### src/rtl/btn_conditioner.sv
// btn_conditioner: two-flop synchroniser and 4-state debounce FSM that emits press/release pulses,
// a debounced level and a one-shot long-press pulse. Define BTN_AUTO_REPEAT_EN for auto-repeat of down.
module btn_conditioner #(
  parameter int unsigned            COUNT_WIDTH   = 32,
  parameter logic [COUNT_WIDTH-1:0] MAX_BTN_COUNT = COUNT_WIDTH'(2000000),
  parameter logic [COUNT_WIDTH-1:0] LONG_COUNT    = COUNT_WIDTH'(12000000),
  parameter logic [COUNT_WIDTH-1:0] REPEAT_COUNT  = COUNT_WIDTH'(2400000)
) (
  input  logic clk,
  input  logic rst_n,
  input  logic btn,
  output logic down,
  output logic up,
  output logic is_down,
  output logic long_press
);

  typedef enum logic [1:0] {
    IDLE         = 2'd0,
    PRESS_WAIT   = 2'd1,
    PRESSED      = 2'd2,
    RELEASE_WAIT = 2'd3
  } state_t;

  localparam logic [COUNT_WIDTH-1:0] DEB_LAST  = MAX_BTN_COUNT - COUNT_WIDTH'(1);
  localparam logic [COUNT_WIDTH-1:0] LONG_LAST = LONG_COUNT - COUNT_WIDTH'(1);
  localparam logic [COUNT_WIDTH-1:0] CNT_ONE   = COUNT_WIDTH'(1);

  logic                   r_s1;
  logic                   r_s_btn;
  state_t                 r_state;
  state_t                 w_state_nx;
  logic [COUNT_WIDTH-1:0] r_deb_cnt;
  logic [COUNT_WIDTH-1:0] w_deb_cnt_nx;
  logic [COUNT_WIDTH-1:0] r_hold_cnt;
  logic [COUNT_WIDTH-1:0] w_hold_cnt_nx;
  logic                   r_down;
  logic                   w_down_nx;
  logic                   r_up;
  logic                   w_up_nx;
  logic                   r_is_down;
  logic                   w_is_down_nx;
  logic                   r_long;
  logic                   w_long_nx;

`ifdef BTN_AUTO_REPEAT_EN
  localparam logic [COUNT_WIDTH-1:0] REP_LAST = REPEAT_COUNT - COUNT_WIDTH'(1);
  logic [COUNT_WIDTH-1:0] r_rep_cnt;
  logic [COUNT_WIDTH-1:0] w_rep_cnt_nx;
`else
  // REPEAT_COUNT has no effect in this build; the empty check keeps the parameter referenced.
  if (REPEAT_COUNT == '0) begin : g_repeat_count_zero
  end
`endif

  always_ff @(posedge clk or negedge rst_n) begin
    if (!rst_n) begin
      r_s1    <= 1'b0;
      r_s_btn <= 1'b0;
    end else begin
      r_s1    <= btn;
      r_s_btn <= r_s1;
    end
  end

  always_ff @(posedge clk or negedge rst_n) begin
    if (!rst_n) begin
      r_state    <= IDLE;
      r_deb_cnt  <= '0;
      r_hold_cnt <= '0;
      r_down     <= 1'b0;
      r_up       <= 1'b0;
      r_is_down  <= 1'b0;
      r_long     <= 1'b0;
    end else begin
      r_state    <= w_state_nx;
      r_deb_cnt  <= w_deb_cnt_nx;
      r_hold_cnt <= w_hold_cnt_nx;
      r_down     <= w_down_nx;
      r_up       <= w_up_nx;
      r_is_down  <= w_is_down_nx;
      r_long     <= w_long_nx;
    end
  end

`ifdef BTN_AUTO_REPEAT_EN
  always_ff @(posedge clk or negedge rst_n) begin
    if (!rst_n) begin
      r_rep_cnt <= '0;
    end else begin
      r_rep_cnt <= w_rep_cnt_nx;
    end
  end
`endif

  always_comb begin
    w_state_nx    = r_state;
    w_deb_cnt_nx  = r_deb_cnt;
    w_hold_cnt_nx = r_hold_cnt;
    w_down_nx     = 1'b0;
    w_up_nx       = 1'b0;
    w_long_nx     = 1'b0;
    w_is_down_nx  = r_is_down;
`ifdef BTN_AUTO_REPEAT_EN
    w_rep_cnt_nx  = r_rep_cnt;
`endif
    case (r_state)
      IDLE: begin
        if (r_s_btn) begin
          w_state_nx   = PRESS_WAIT;
          w_deb_cnt_nx = '0;
        end
      end
      PRESS_WAIT: begin
        if (!r_s_btn) begin
          w_state_nx = IDLE;
        end else if (r_deb_cnt == DEB_LAST) begin
          w_state_nx    = PRESSED;
          w_down_nx     = 1'b1;
          w_is_down_nx  = 1'b1;
          w_hold_cnt_nx = '0;
`ifdef BTN_AUTO_REPEAT_EN
          w_rep_cnt_nx  = '0;
`endif
        end else begin
          w_deb_cnt_nx = r_deb_cnt + CNT_ONE;
        end
      end
      PRESSED: begin
        if (!r_s_btn) begin
          w_state_nx   = RELEASE_WAIT;
          w_deb_cnt_nx = '0;
        end else begin
          // hold_cnt parks at LONG_COUNT, which both stops the count and marks long_press as spent
          if (r_hold_cnt == LONG_COUNT) begin
            w_hold_cnt_nx = r_hold_cnt;
          end else begin
            w_hold_cnt_nx = r_hold_cnt + CNT_ONE;
          end
          if (r_hold_cnt == LONG_LAST) begin
            w_long_nx = 1'b1;
          end
`ifdef BTN_AUTO_REPEAT_EN
          if (r_hold_cnt == LONG_COUNT) begin
            if (r_rep_cnt == REP_LAST) begin
              w_down_nx    = 1'b1;
              w_rep_cnt_nx = '0;
            end else begin
              w_rep_cnt_nx = r_rep_cnt + CNT_ONE;
            end
          end
`endif
        end
      end
      RELEASE_WAIT: begin
        if (r_s_btn) begin
          w_state_nx = PRESSED;
        end else if (r_deb_cnt == DEB_LAST) begin
          w_state_nx    = IDLE;
          w_up_nx       = 1'b1;
          w_is_down_nx  = 1'b0;
          w_hold_cnt_nx = '0;
        end else begin
          w_deb_cnt_nx = r_deb_cnt + CNT_ONE;
        end
      end
      default: begin
        w_state_nx = IDLE;
      end
    endcase
  end

  assign down       = r_down;
  assign up         = r_up;
  assign is_down    = r_is_down;
  assign long_press = r_long;

endmodule
### config.mk
export PLATFORM = sky130hd
export DESIGN_NAME = btn_conditioner
export DESIGN_NICKNAME = d
export VERILOG_FILES = /design/src/rtl/btn_conditioner.sv
export SDC_FILE = /design/constraint.sdc
export NUM_CORES = 1
export LEC_CHECK = 0
export ABC_CLOCK_PERIOD_IN_PS = 3100
export CORE_ASPECT_RATIO = 0.7
export CORE_MARGIN = 2
export CORE_UTILIZATION = 55
export CTS_CLUSTER_DIAMETER = 60
export DETAILED_ROUTE_END_ITERATION = 12
export PLACE_DENSITY = 0.73
export REMOVE_ABC_BUFFERS = 1
export SLEW_MARGIN = 20
export SYNTH_ARGS = -nofsm -noshare
export SYNTH_HDL_FRONTEND = slang
export SYNTH_SLANG_ARGS = --single-unit
### constraint.sdc
create_clock -name clk -period 3.1 [get_ports clk]
set_input_delay 0.62 -clock clk [delete_from_list [all_inputs] [get_ports clk]]
set_output_delay 0.62 -clock clk [all_outputs]
set_load 0.03 [all_outputs]
==> results.txt <==
The flow ran to the end, and the final reports show no timing, DRC or antenna violations. Once layout is complete, the cells apart from fillers number 585. The number of setup violations in the final report was 0; the number of failing hold endpoints at the final stage was 0. TritonCTS built the clock tree.

In this run the static leakage power is 2.029 nW. The tools report the total number of vias as 4020. CTS saw 72 sinks.

The origin of the critical flop-to-flop path was r_hold_cnt[0]$_DFFE_PN0P_. Setup repair after global routing left no endpoint under its margin. The combined area of all synthesized cells came out at 0.004272 mm2. The depth of the worst register-to-register path works out to 7. The top cell type by total area after synthesis is dfrtp_1. For the count of fill cells added during filler insertion, the log shows 642. The global router's overall resource usage was 28.42%; the number of cells after detailed placement was 569. The antenna diode count is 0, and the final net count is 488.

The critical path capture point was r_hold_cnt[13]$_DFFE_PN0P_. The initial antenna violation count came out at 0. The async set or reset register ratio after synthesis was 100.0%; the worst ir drop on vdd was 0.2957 mV. The number of enable-type register cells in the synthesized netlist is 0, and the cell count along the critical path is 7. Of all nets on the critical path, the largest fanout is 19. STA puts the critical path data arrival time at 3110 ps. The HPWL after detailed placement is 7468 um. The clock-pin slew reported for the worst setup and hold paths after clock tree synthesis is 80 ps. The run gives 3 as the H-tree depth reported by CTS. Walking the worst path, the cells encountered are inv_1 > ha_1 > or4b_1 > nor3_1 > a31o_2 > nand2_1 > a31oi_1. The tree is rooted in a clkbuf_8. The part of the cycle the worst path needs is 91.72%. The portion of the post-synthesis area used by sequential elements came out at 42.18%. The most critical setup path has its startpoint at r_hold_cnt[0]$_DFFE_PN0P_. Worst hold-check path type: reg -> reg. By startpoint and endpoint, the worst setup path is classified as reg -> reg. Once the clock tree was built, the setup fixing pass inserted 0 buffers. The destination of the worst register-to-register timing path was r_hold_cnt[13]$_DFFE_PN0P_.

Ranked by total cell area, the synthesized netlist is headed by dfrtp_1, nand4_1, nand2_1, nand3_1, o21ai_0. The number of primary I/O pins is 7. In the synthesized netlist, the number of instances is 484. The via count normalized by instance count is 6.872. At the pin with the least slew margin, the transition time is 915.6 ps. The signed area change from the synthesized netlist to the final layout is 8.787%, and the detailed-router iteration count before antenna repair is 7.

The die is 77.74 um tall. After global routing the overflow that remains totals 0. The final wirelength is 11140 um, and the effective utilization at floorplan is 57.59%. For this run, the leading register cell type out of synthesis is dfrtp_1. The number of max-slew violations in the final report came out at 0. The largest net degree at the start of global routing is 73. The standard cell with the maximum stage delay on the critical path is nand2_1. The worst path setup slack after routing is 256.7 ps, and the top achievable clock speed is 351.7 MHz. Port buffering added 6 buffers.

The area of the die was 0.008499 mm2; the post-route minimum period was 2843 ps. The average detailed-routed wire length per instance works out to 19.05 um. For the number of distinct library cells after synthesis, the log shows 55.

The tools report the worst setup slack for register-to-register paths as 260 ps. The delay contributed by the slowest stage of the critical path is 510 ps, and the headroom to the max-slew limit is 38.96%. The final hold slack is 374.5 ps. The synthesized design devotes to its leading area cell type 42.18% of total area. The most common library cell in the layout ignoring fill and taps is dfrtp_1.

The core region is 0.007417 mm2. The run gives 9 as the clock buffer count from CTS. STA classifies the critical path endpoint as a flip-flop. In the layout the commonest cells are dfrtp_1, nand2_1, nand3_1. The post-synthesis register bit count was 72; the placement-stage worst setup slack was 351.6 ps.

The clock latency at the later pin of the worst-skew pair came out at 360 ps. The tools report the number of global-route vias before repair as 3550. The tools report the global placer's final weighted congestion as 0.9149. Cells with a size suffix above 1 make up 8.419% of the layout. In this run the horizontal extent of the chip is 109.3 um. The tools report the launching element type of the critical path as a flip-flop. After the first detailed-routing iteration, the DRC count stood at 419. Overall power consumption after layout is estimated at 1.943 mW. The setup clock skew after layout is 7.624 ps. For the deepest clock path buffer count, the log shows 2.

The first global-routing pass estimated 18710 um of wire. The family with the most delay on the worst path is simple AND/OR/NAND/NOR gates. The logs give 0 for the total of max-cap violations and 3370 ps for the data required time at the worst endpoint. The average instance in the mapped netlist occupies 8.826 um2. Once the clock tree was built, the resizer swapped 0 gates to a different size.

The Yosys step of the flow raised 0 warnings. The critical path buffer and inverter count was 1. In this run the core area contains 26 standard-cell rows. After detailed routing, the number of remaining DRC violations is 0.

The detail route stage leaves a number of antenna-violating nets equal to 0. The number of buffers added to fix hold violations after cts came out at 0. The power per unit of standard cell area came out at 418.2 mW/mm2.
[cells by family (layout without fill, tap and decap cells)]
family,count (synthesis),count (layout),share of synthesized area (%)
buffers and inverters,46,49,4.775
xor gates and xnor gates,2,2,0.4102
AOI/OAI and AO/OA,117,117,18.75
muxes,8,8,1.904
DFF,72,72,42.18
adders and majority gates,3,3,0.8788
and+or+nand+nor,236,236,31.11
[worst min-delay path by stage]
stage,startpoint,endpoint,slack (ps),depth (start not counted)
after floorplan,rst_n,asynchronous set/reset pin,320,0
after global placement,r_s1$_DFF_PN0_,r_s_btn$_DFF_PN0_,340,0
after detailed placement,r_s1$_DFF_PN0_,r_s_btn$_DFF_PN0_,360,0
after CTS,r_s1$_DFF_PN0_,r_s_btn$_DFF_PN0_,380,0
after global routing,r_s1$_DFF_PN0_,r_s_btn$_DFF_PN0_,390,0
final,r_s1$_DFF_PN0_,r_s_btn$_DFF_PN0_,370,0
[where the power goes]
| part | leakage (nW) | internal [mW] | switching, mW |
|---|---|---|---|
| sequential | 0.997 | 0.948 | 0.0116 |
| combinational | 0.916 | 0.0193 | 0.0559 |
| clock | 0.116 | 0.532 | 0.377 |
| total | 2.03 | 1.50 | 0.444 |
[through the flow]
| step | util (%) | TNS (ps) | cell area (um2) |
|---|---|---|---|
| after floorplan | - | -838.7 | 4120 |
| after global placement | 59.48 | 0 | 4412 |
| after global routing | 62.65 | 0 | 4647 |
| after CTS | 62.65 | 0 | 4647 |
| after detailed placement | 59.48 | 0 | 4412 |
| final | 62.65 | 0 | 4647 |
[Yosys cell counts (2+ instances only)]
cell type / count
o2bb2ai_1: 6
clkbuf_1: 19
nor4b_2: 3
nor3_1: 10
a21oi_1: 13
a31oi_1: 22
and2_1: 4
nor4b_1: 4
nor4_1: 23
nand3_1: 35
buf_2: 10
o311ai_0: 2
o211a_1: 5
or4_1: 6
o31ai_1: 2
buf_6: 2
or2_2: 2
inv_1: 13
nand4_1: 30
a22oi_1: 2
and3_1: 19
nand2b_1: 8
nor2_1: 19
ha_1: 3
o21ai_0: 29
nand2_1: 49
nor2b_1: 2
dfrtp_1: 72
a2bb2oi_1: 2
a21o_1: 5
a41oi_1: 6
or3_1: 9
a211o_1: 10
o211ai_1: 3
a21boi_0: 2
mux2i_1: 7
and4_1: 7
a31o_2: 2
[sequential cells by signal, summed over array words and instances, names as in the netlist, named ones only]
name	count
down	1
is_down	1
long_press	1
r_deb_cnt	32
r_hold_cnt	32
r_s1	1
r_s_btn	1
r_state	1
up	1
[layout make-up]
type / count / area, um2 / area share, %
multi-input combinational: 366 / 2280 / 49.06
timing repair buffer: 19 / 155.1 / 3.339
sequential: 72 / 1802 / 38.77
inverter: 14 / 52.55 / 1.131
tap: 98 / 122.6 / 2.639
clock buffer: 10 / 127.6 / 2.746
clock inverter: 6 / 107.6 / 2.316
[per-layer routing]
layer / track usage, % / routed length, um / vias to the layer above / part of all wire [%]
li1: - / - / 1863 / -
met1: 44.65 / 5450 / 1962 / 49
met2: 37.78 / 4633 / 186 / 42
met3: 7.563 / 964 / 9 / 8.7
met4: 7.975 / 94 / 0 / 0.84
met5: 0 / 0 / - / 0
Power figures use the tool's default switching activity.
